$ cat src/rtl/demux_arbiter_ctrl.sv
// rtl/demux_arbiter_ctrl.sv - round-robin arbiter driving a downstream 1:4 demux
//
// Purpose: grants one of four requesters ownership of a 1:4 demux. The
// winner is picked round-robin. A grant ends on the winner's done, on the
// winner dropping its request, or by force after MAX_HOLD cycles. One dead
// (GAP) cycle always separates two grants.
//
// Ports:
//   input_clk    - system clock, rising edge
//   input_rst_n  - asynchronous active-low reset
//   input_req    - [3:0] level-sensitive request per requester
//   input_done   - [3:0] completion per requester (only the winner's bit counts)
//   out_sel      - [1:0] demux select code of the current/last winner
//   out_e        - demux data enable, high during a grant
//   out_grant    - [3:0] one-hot grant
//   out_busy     - high while a grant is active
//   out_timeout  - one-cycle pulse in the GAP that follows a forced release
module demux_arbiter_ctrl #(
  parameter int MAX_HOLD = 15
) (
  input  logic       input_clk,
  input  logic       input_rst_n,
  input  logic [3:0] input_req,
  input  logic [3:0] input_done,
  output logic [1:0] out_sel,
  output logic       out_e,
  output logic [3:0] out_grant,
  output logic       out_busy,
  output logic       out_timeout
);

  typedef enum logic [1:0] {
    IDLE  = 2'd0,
    GRANT = 2'd1,
    GAP   = 2'd2
  } state_t;

  state_t     state;
  logic [1:0] winner;
  logic [1:0] last_granted;
  logic [3:0] hold_cnt;

  // Downstream demux wiring is not in requester order.
  function automatic logic [1:0] sel_code(input logic [1:0] idx);
    case (idx)
      2'd0:    sel_code = 2'b11;
      2'd1:    sel_code = 2'b01;
      2'd2:    sel_code = 2'b10;
      default: sel_code = 2'b00;
    endcase
  endfunction

  // Scan offsets from farthest to nearest so the nearest requester after
  // 'last' is the final assignment; offset 4 wraps back to 'last' itself,
  // giving it the lowest priority.
  function automatic logic [1:0] rr_pick(input logic [3:0] req, input logic [1:0] last);
    logic [1:0] idx;
    rr_pick = last;
    for (int i = 4; i >= 1; i--) begin
      idx = last + 2'(i);
      if (req[idx]) rr_pick = idx;
    end
  endfunction

  logic [1:0] pick;
  logic       done_w;
  logic       drop_w;
  logic       hold_max;

  always_comb begin
    pick     = rr_pick(input_req, last_granted);
    done_w   = input_done[winner];
    drop_w   = ~input_req[winner];
    hold_max = (hold_cnt == 4'(MAX_HOLD - 1));
  end

  always_ff @(posedge input_clk or negedge input_rst_n) begin
    if (!input_rst_n) begin
      state        <= IDLE;
      winner       <= 2'd0;
      last_granted <= 2'd3;
      hold_cnt     <= 4'd0;
      out_sel      <= 2'b00;
      out_e        <= 1'b0;
      out_grant    <= 4'b0000;
      out_busy     <= 1'b0;
      out_timeout  <= 1'b0;
    end else begin
      out_timeout <= 1'b0;
      case (state)
        IDLE, GAP: begin
          // IDLE and GAP share the grant-start path; GAP has already
          // advanced last_granted so the search moves past the old winner.
          if (|input_req) begin
            state     <= GRANT;
            winner    <= pick;
            hold_cnt  <= 4'd0;
            out_sel   <= sel_code(pick);
            out_e     <= 1'b1;
            out_grant <= 4'(1) << pick;
            out_busy  <= 1'b1;
          end else begin
            state     <= IDLE;
            out_e     <= 1'b0;
            out_grant <= 4'b0000;
            out_busy  <= 1'b0;
          end
        end

        GRANT: begin
          if (done_w || drop_w || hold_max) begin
            state        <= GAP;
            last_granted <= winner;
            out_e        <= 1'b0;
            out_grant    <= 4'b0000;
            out_busy     <= 1'b0;
            // A natural release on the same edge as the hold limit wins.
            out_timeout  <= ~(done_w || drop_w);
          end else begin
            hold_cnt <= hold_cnt + 4'd1;
          end
        end

        default: begin
          state     <= IDLE;
          out_e     <= 1'b0;
          out_grant <= 4'b0000;
          out_busy  <= 1'b0;
        end
      endcase
    end
  end

endmodule

$ cat config.mk
export PLATFORM = sky130hd
export DESIGN_NAME = demux_arbiter_ctrl
export DESIGN_NICKNAME = d
export VERILOG_FILES = /design/src/rtl/demux_arbiter_ctrl.sv
export SDC_FILE = /design/constraint.sdc
export NUM_CORES = 1
export LEC_CHECK = 0
export ABC_AREA = 0
export CAP_MARGIN = 20
export CORE_UTILIZATION = 44
export CTS_CLUSTER_SIZE = 40
export DETAILED_ROUTE_END_ITERATION = 12
export HOLD_SLACK_MARGIN = 0.12
export PLACE_DENSITY = 0.77
export SLEW_MARGIN = 15
export SYNTH_ARGS = -nofsm -noshare
export SYNTH_HDL_FRONTEND = slang
export SYNTH_SLANG_ARGS = --single-unit
$ cat constraint.sdc
create_clock -name input_clk -period 1.6 [get_ports input_clk]
set_input_delay 0.32 -clock input_clk [delete_from_list [all_inputs] [get_ports input_clk]]
set_output_delay 0.32 -clock input_clk [all_outputs]
set_load 0.03 [all_outputs]
### Yosys cells after proc, flatten, opt, wreduce, memory -nomap -nowiden

Cells that the tools add are included.

* register bits after elaboration: 18
* input port bits: 10

* add/subtract/negate cells: 4
* magnitude comparators: 4
* equal/unequal tests: 8
* shift operators: 1
* multiplexer cells: 28
* bitwise gates (word level): 2
* reduce and logical (&&, ||, !) cells: 10

Operators with widths (number)
* 2-to-1 mux 4 bit: 4
* one-hot mux 4 bit (2 select lines): 2
* < comparator 2 x 3 -> 1 bit, second input constant: 4
* binary-select mux 1 bit (select 2 bit): 5
* 2-to-1 mux 1 bit: 10
* 2-to-1 mux 2 bit: 4
* != test 2 bit, second input constant: 3
* one-hot mux 2 bit (3 select lines): 1
* adder 2 bit, second input constant: 2
* adder 4 x 1 -> 4 bit, second input constant: 1
* equality test 2 x 1 -> 1 bit, second input constant: 2
* equality test 2 bit, second input constant: 2
* equality test 4 bit, second input constant: 1
* zero test 2 bit: 2
* one-hot mux 2 bit (2 select lines): 1
* AND reduction 2 bit: 2
* OR reduction 4 bit: 1
* << shifter 1 x 2 -> 4 bit, first input constant: 1
* AND reduction 3 bit: 1
* adder 2 x 1 -> 2 bit, second input constant: 1
* logical OR 1 bit: 2
* inverter 1 bit: 2
* one-hot mux 1 bit (2 select lines): 1
* nonzero test 2 bit: 1
* OR reduction 2 bit: 1

### Longest topological paths before layout

Gate-level depths: netlist of the first run.

* depth after elaboration: 9
* depth in mapped cells: 6
* mapped depth without buffers: 6

### Least setup slack after synthesis of the first run

OpenSTA, ideal clock, no wires.

* path kind: input -> register
* from: input port winner[0]
* to: register last_granted[1]
* setup time: 82 ps
* arrival time: 1549 ps
* setup slack: -31 ps
* stages: 5
* buffers on the path: 0
* cell sequence: dfrtp_1 inv_1 mux4_2 o21a_4 mux2_4

* cells in the longest elaborated chain, start to end: 6

Ends and longest elaborated chain
* start, declared: RTL line 39 `logic [1:0] winner;`
* binary-select mux 1 bit (select 2 bit): RTL line 73 `drop_w = ~input_req[winner];`
* 2-to-1 mux 1 bit (implied by the code): RTL line 73
* inverter 1 bit: RTL line 73
* logical OR 1 bit (*) (2 in a row): RTL line 111 `if (done_w || drop_w || hold_max) begin`
* AND reduction 2 bit (no line) (*)
* end signal, assigned: RTL line 113 `last_granted <= winner;`
* end, declared: RTL line 40 `logic [1:0] last_granted;`

Mark *: on every way between the ends. The rest lies on a longest branch, timed or not. The select of a mux whose other input is x is not followed.
A chain may end at the register's enable or synchronous reset.

### Final worst setup path of the first run

* from: input port winner[0]
* to: register hold_cnt[3]

* cells in the longest elaborated chain, start to end: 7

Ends and longest elaborated chain
* binary-select mux 1 bit (select 2 bit): RTL line 73
* 2-to-1 mux 1 bit (implied by the code): RTL line 73
* inverter 1 bit: RTL line 73
* logical OR 1 bit (*) (2 in a row): RTL line 111
* != test 2 bit (no line) (*)
* AND reduction 3 bit (no line) (*)
* end signal, assigned: RTL line 120 `hold_cnt <= hold_cnt + 4'd1;`
* end, declared: RTL line 41 `logic [3:0] hold_cnt;`

Marked as above.

==> impl_metrics.json, run 1 <==
{
  "ys_types": 33,
  "post-route-util_pct": 69.7,
  "power.switching_w": 0.000904,
  "rows": 15,
  "slowest_delay_ns": 0.57,
  "synthCells": 81,
  "rsz0062_at_grt": "yes",
  "netSwitchingFraction_pct": 41.6,
  "grt_pass1_vias": 675,
  "path_cells": "inv_2 > mux4_2 > nor3_1 > mux2i_1",
  "dieHeight_um": 46.8,
  "critical_path.max_fanout": 5,
  "first_iter_violations": 9,
  "seq_area_um2": 428,
  "ys_seq_elements": 17,
  "status": "finished with violations",
  "clock_path_buffers": 2,
  "power_density_nw_per_um2": 1730,
  "drive_above_1_share_pct": 30.8,
  "finalCritPeriodShare_pct": 103,
  "ir_worst_vdd_mv": 1.20,
  "nets": 130,
  "synth_edf_count": 0,
  "initial_utilization_pct": 49.0,
  "wl_met3_um": 77,
  "async_reset_ff_share_pct": 100,
  "die_w_um": 46.8,
  "post-route-drc-count": 0,
  "netlist_area_um2": 883,
  "dr.pass1.iters": 4,
  "io_buffers": 18,
  "synth.yosys.warnings": 0,
  "hold_class": "input port to asynchronous set/reset pin",
  "synth_top_area_share_pct": 42.5,
  "drt-vias-per-instance": 5.30,
  "dp_hpwl_um": 1480,
  "cap_viol_max_count": 0,
  "hold_buffers": 0,
  "p_int_w": 0.00127,
  "yosysMostFrequentCell": "dfrtp_1",
  "area_growth_pct": 42.1,
  "p_seq_share_pct": 34.6,
  "wl_per_cell_um": 14.2,
  "ctsRootBufferMaster": "clkbuf_4",
  "clkTransAtPathRegs_ns": 0.11,
  "setup_violations": 3,
  "finalWorstSetupSlack_ns": -0.0553,
  "max_freq_mhz": 604,
  "wirelength_um": 2020,
  "synth-seq-area-share_pct": 48.4,
  "wl_met1_um": 948,
  "synth_area_per_cell_um2": 10.9,
  "violations": "setup timing",
  "cpLargestDelayFamily": "multiplexers",
  "r2r_slack_ns": -0.06,
  "synth_area_leaders": "dfrtp_1 (42%), dfstp_2 (5.9%), mux2i_1 (5.7%), nand2b_1 (5.0%), nand2_1 (3.0%)",
  "antenna_found_initial": 0,
  "n_antenna_cell": 0,
  "grtUsageTotal_pct": 21.0,
  "hold_viol": 0,
  "slowest_stage": "mux4_2",
  "numCtsBuffers": 3,
  "dieArea_um2": 2190,
  "core_um2": 1800,
  "multi_input_area_um2": 474,
  "worst-endpoint-required_ns": 1.83,
  "synth_flop_cell": "dfrtp_1",
  "ios": 19,
  "post-route-min-period_ns": 1.66,
  "timing.slew.headroom_pct": 77.1,
  "wl_met2_um": 958,
  "crit_path_start_kind": "register",
  "vias": 752,
  "power_frac_clock_pct": 10.7,
  "ant_nets": 0,
  "path_class": "register to register",
  "h-tree-depth": 1,
  "hold_slack_ns": 0.349,
  "gp_congestion": 0.797,
  "synth_top_area_cell": "dfrtp_1",
  "endpoint_kind": "register",
  "synth.net_count": 93,
  "highest_layer": "met4",
  "clock_latency_ns": 0.29,
  "clock-skew-final_ns": 0.00830,
  "nFillCells": 152,
  "combPwrFrac_pct": 54.7,
  "grt_first_pass_wirelength_um": 3150,
  "grt_overflow": 0,
  "worst-path-buf-inv": 1,
  "grt_max_degree": 18,
  "critPathArrivalTime_ns": 1.88,
  "worstMarginPinSlew_ns": 0.341,
  "slew_violations": 0,
  "clock-sinks": 17,
  "synth_commonest_cells": "dfrtp_1 (15), nand2_1 (7), nand2b_1 (7)",
  "power.leakage_nw": 0.612,
  "cts_tree": "done"
}
## power by group through the flow
| stage | Sequential [W] | Combinational (W) | Clock [W] |
|---|---|---|---|
| 2_1_floorplan | 0.000893 | 0.000553 | 0 |
| 3_3_place_gp | 0.000756 | 0.00114 | 0 |
| 3_5_place_dp | 0.000760 | 0.00115 | 0 |
| 4_1_cts | 0.000750 | 0.00111 | 0.000236 |
| 5_1_grt | 0.000777 | 0.00128 | 0.000259 |
| 6_report | 0.000751 | 0.00119 | 0.000234 |
## through the flow
step	setup TNS, ns	power (W)	setup WS, ns	area [µm²]	cells
2_1_floorplan	0	0.00145	0.0107	883	81
5_1_grt	-0.350	0.00232	-0.0776	1250	142
3_5_place_dp	-6.19	0.00191	-0.463	1180	135
6_report	-0.0912	0.00217	-0.0553	1250	142
3_3_place_gp	-5.70	0.00189	-0.422	1180	135
4_1_cts	-0.000788	0.00210	-0.000788	1220	140
## layer usage
layer / vias up / GRT usage [%]
met5: - / 0
met4: 0 / 6.86
met3: 6 / 4.23
met2: 20 / 31.9
met1: 356 / 30.1
li1: 370 / -
## worst register-to-register path: stages, from the launching register on
cell and delay [ns]:
dfrtp_1 0.38, inv_2 0.07, mux4_2 0.57, nor3_1 0.36, mux2i_1 0.22
## final cells by class
class,count,area share [%]
Multi-Input combinational cell,59,37.8
Sequential cell,17,34.1
Timing Repair Buffer,34,22.5
Tap cell,25,2.49
Clock buffer,3,1.79
Inverter,3,0.897
Clock inverter,1,0.399
## timing repair
item | 4_1_cts | 5_1_grt
endpoints found under the setup margin | 23 | 11
gates resized for setup | 21 | 4
buffers inserted | 1 | 2
pin swaps | 2 | 7
## worst paths after layout
| path | to | from | cells past startpoint |
|---|---|---|---|
| setup / recovery | hold_cnt[3] | winner[0] | 4 |
| hold / removal | hold_cnt[0] | input_rst_n | 2 |
| setup reg to reg | hold_cnt[3] | winner[0] | 4 |
| hold reg to reg | out_sel[0] | out_sel[0] | 2 |
| max in group asynchronous | last_granted[1] | input_rst_n | 2 |
| min in group input_clk | out_sel[0] | out_sel[0] | 2 |
## kinds of logic (layout without fill, tap and decap cells)
logic type / after synthesis / after routing / share of synthesized area [%]
flip-flops: 17 / 17 / 48.4
AND/OR/NAND/NOR: 33 / 33 / 21.4
multiplexers: 7 / 7 / 9.91
adder cells (fa/ha/maj): 2 / 2 / 2.83
AO/OA/AOI/OAI: 17 / 17 / 14.9
buffers and inverters: 5 / 41 / 2.55
## registers in the layout, summed over array words and instances, names as in the netlist
register	count
out_busy	1
last_granted	2
out_sel	2
out_timeout	1
state	1
out_grant	4
winner	2
hold_cnt	4
## placed cells by master, fill, tap and decap left out, types with 3 or more instances in the layout
cell type	synthesis	layout
dfrtp_1	15	15
buf_4	1	15
nand2b_4	0	4
a21oi_1	3	3
dlygate4sd2_1	0	17
nor3_1	3	3
nand2_1	7	7
mux2i_1	5	5
nand2b_1	7	3
o21ai_0	3	3
clkbuf_4	0	3
Note: power is estimated with default switching activity, not from simulation.
==> run 2: changes to the inputs <==
--- a/config.mk
+++ b/config.mk
@@ -11,8 +11,8 @@
 export CTS_CLUSTER_SIZE = 40
 export DETAILED_ROUTE_END_ITERATION = 12
 export HOLD_SLACK_MARGIN = 0.12
+export MAX_ROUTING_LAYER = met4
 export PLACE_DENSITY = 0.77
-export SLEW_MARGIN = 15
 export SYNTH_ARGS = -nofsm -noshare
 export SYNTH_HDL_FRONTEND = slang
 export SYNTH_SLANG_ARGS = --single-unit
==> run 2 against run 1 <==
  * The run still ends with setup timing left
  * Count of clock-buffer cells in the layout did not move
  * Die area did not move
  * Register-to-register slack barely moved
  * Total power barely moved
  * Sequential share of layout area did not move
  * First-iteration DRC count rose by 33%
  * Largest power group unchanged
==> impl_metrics.json, run 2 (synthesis results as in run 1) <==
{
  "cap_viol_max_count": 0,
  "finish.instance_area_um2": 1250,
  "vias": 747,
  "finalWorstSetupSlack_ns": -0.0497,
  "ctsRootBufferMaster": "clkbuf_4",
  "dp_hpwl_um": 1480,
  "reg_top3": "hold_cnt: 4 flops, out_grant: 4 flops",
  "ios": 19,
  "violations": "setup timing",
  "ir_worst_vdd_mv": 1.20,
  "clock_path_buffers": 2,
  "fin_tns_setup_ns": -0.0835,
  "place_area_um2": 1180,
  "critPathArrivalTime_ns": 1.88,
  "crit_path_start_kind": "register",
  "initial_utilization_pct": 49.0,
  "setup_violations": 3,
  "clock-skew-final_ns": 0.00755,
  "antenna_found_initial": 0,
  "post-route-min-period_ns": 1.65,
  "io_buffers": 18,
  "rsz0062_at_grt": "yes",
  "worst-endpoint-required_ns": 1.83,
  "dieHeight_um": 46.8,
  "grt_pass1_vias": 673,
  "worstMarginPinSlew_ns": 0.338,
  "ant_nets": 0,
  "wirelength_um": 2020,
  "grt_overflow": 0,
  "finalCritPeriodShare_pct": 103,
  "power.leakage_nw": 0.612,
  "numCtsBuffers": 3,
  "nFillCells": 152,
  "grt_first_pass_wirelength_um": 3140,
  "clock-sinks": 17,
  "most-common-layout-cells": "dlygate4sd2_1 (17), dfrtp_1 (15), buf_4 (15), nand2_1 (7), mux2i_1 (5)",
  "post-route-drc-count": 0,
  "grtUsageTotal_pct": 21.6,
  "gp_congestion": 0.808,
  "cts_tree": "done",
  "area_growth_pct": 42.1,
  "wl_per_cell_um": 14.2,
  "core_um2": 1800,
  "clkTransAtPathRegs_ns": 0.11,
  "dr.pass1.iters": 4,
  "drive_above_1_share_pct": 30.8,
  "grt_max_degree": 18,
  "seq_area_um2": 428,
  "final_common_cell": "dlygate4sd2_1",
  "path_class": "register to register",
  "hold_viol": 0,
  "max_freq_mhz": 606,
  "critical_path.max_fanout": 5,
  "dieArea_um2": 2190,
  "multi_input_area_um2": 474,
  "slew_violations": 0,
  "rows": 15,
  "power_density_nw_per_um2": 1730,
  "first_iter_violations": 12,
  "h-tree-depth": 1,
  "timing.slew.headroom_pct": 77.3,
  "endpoint_kind": "register",
  "status": "finished with violations",
  "clock_latency_ns": 0.29,
  "nets": 130,
  "die_w_um": 46.8,
  "n_antenna_cell": 0,
  "drt-vias-per-instance": 5.26,
  "hold_class": "input port to asynchronous set/reset pin"
}
## run 2: cell counts in the layout (fill, tap and decap cells not counted)
Identical to the previous run, type by type.
## run 2: where the power goes
part / internal, W / switching, W
clock: 0.0000930 / 0.000142
combinational: 0.000565 / 0.000623
sequential: 0.000611 / 0.000141
## run 2: worst paths after layout
kind | from | endpoint | slack (ns) | depth (start not counted)
setup / recovery | winner[0] | hold_cnt[3] | -0.05 | 4
hold / removal | input_rst_n | hold_cnt[0] | 0.35 | 2
setup reg to reg | winner[0] | hold_cnt[3] | -0.05 | 4
hold reg to reg | out_sel[0] | out_sel[0] | 0.50 | 2
max in group asynchronous | input_rst_n | last_granted[1] | 1.00 | 2
min in group input_clk | out_sel[0] | out_sel[0] | 0.50 | 2
## run 2: cell type report
class	count	area share, %
Inverter	3	0.897
Timing Repair Buffer	34	22.5
Clock buffer	3	1.79
Multi-Input combinational cell	59	37.8
Tap cell	25	2.49
Sequential cell	17	34.1
Clock inverter	1	0.399
## run 2: through the flow
step / util, % / cells / total power (W) / worst slack (ns) / hold WS [ns]
6_report: 69.7 / 142 / 0.00218 / -0.0497 / 0.349
5_1_grt: 69.7 / 142 / 0.00231 / -0.0776 / 0.348
4_1_cts: 68.0 / 140 / 0.00210 / -0.000788 / 0.357
3_5_place_dp: 65.6 / 135 / 0.00191 / -0.463 / 0.483
3_3_place_gp: 65.6 / 135 / 0.00189 / -0.422 / 0.472
2_1_floorplan: - / 81 / 0.00145 / 0.0107 / 0.0244
## run 2: routing by layer
layer  global-route usage, %  wire [µm]  up-vias
met2                    31.9        964       18
met3                    3.85         71        4
met1                    30.1        959      356
met5                       -          0        -
met4                    6.86         28        0
li1                        -          -      369
## run 2: critical path, stage by stage (launching register included)
cell and delay (ns):
dfrtp_1 0.38, inv_2 0.06, mux4_2 0.57, nor3_1 0.36, mux2i_1 0.22
## run 2: timing repair
item                                    in CTS  in global routing
cloned                                       0                  0
gates resized for setup                     21                  4
pin swaps                                    2                  7
endpoints found under the hold margin        0                  0
endpoints found under the setup margin      23                 11
hold buffers                                 0                  0
setup buffers                                1                  2
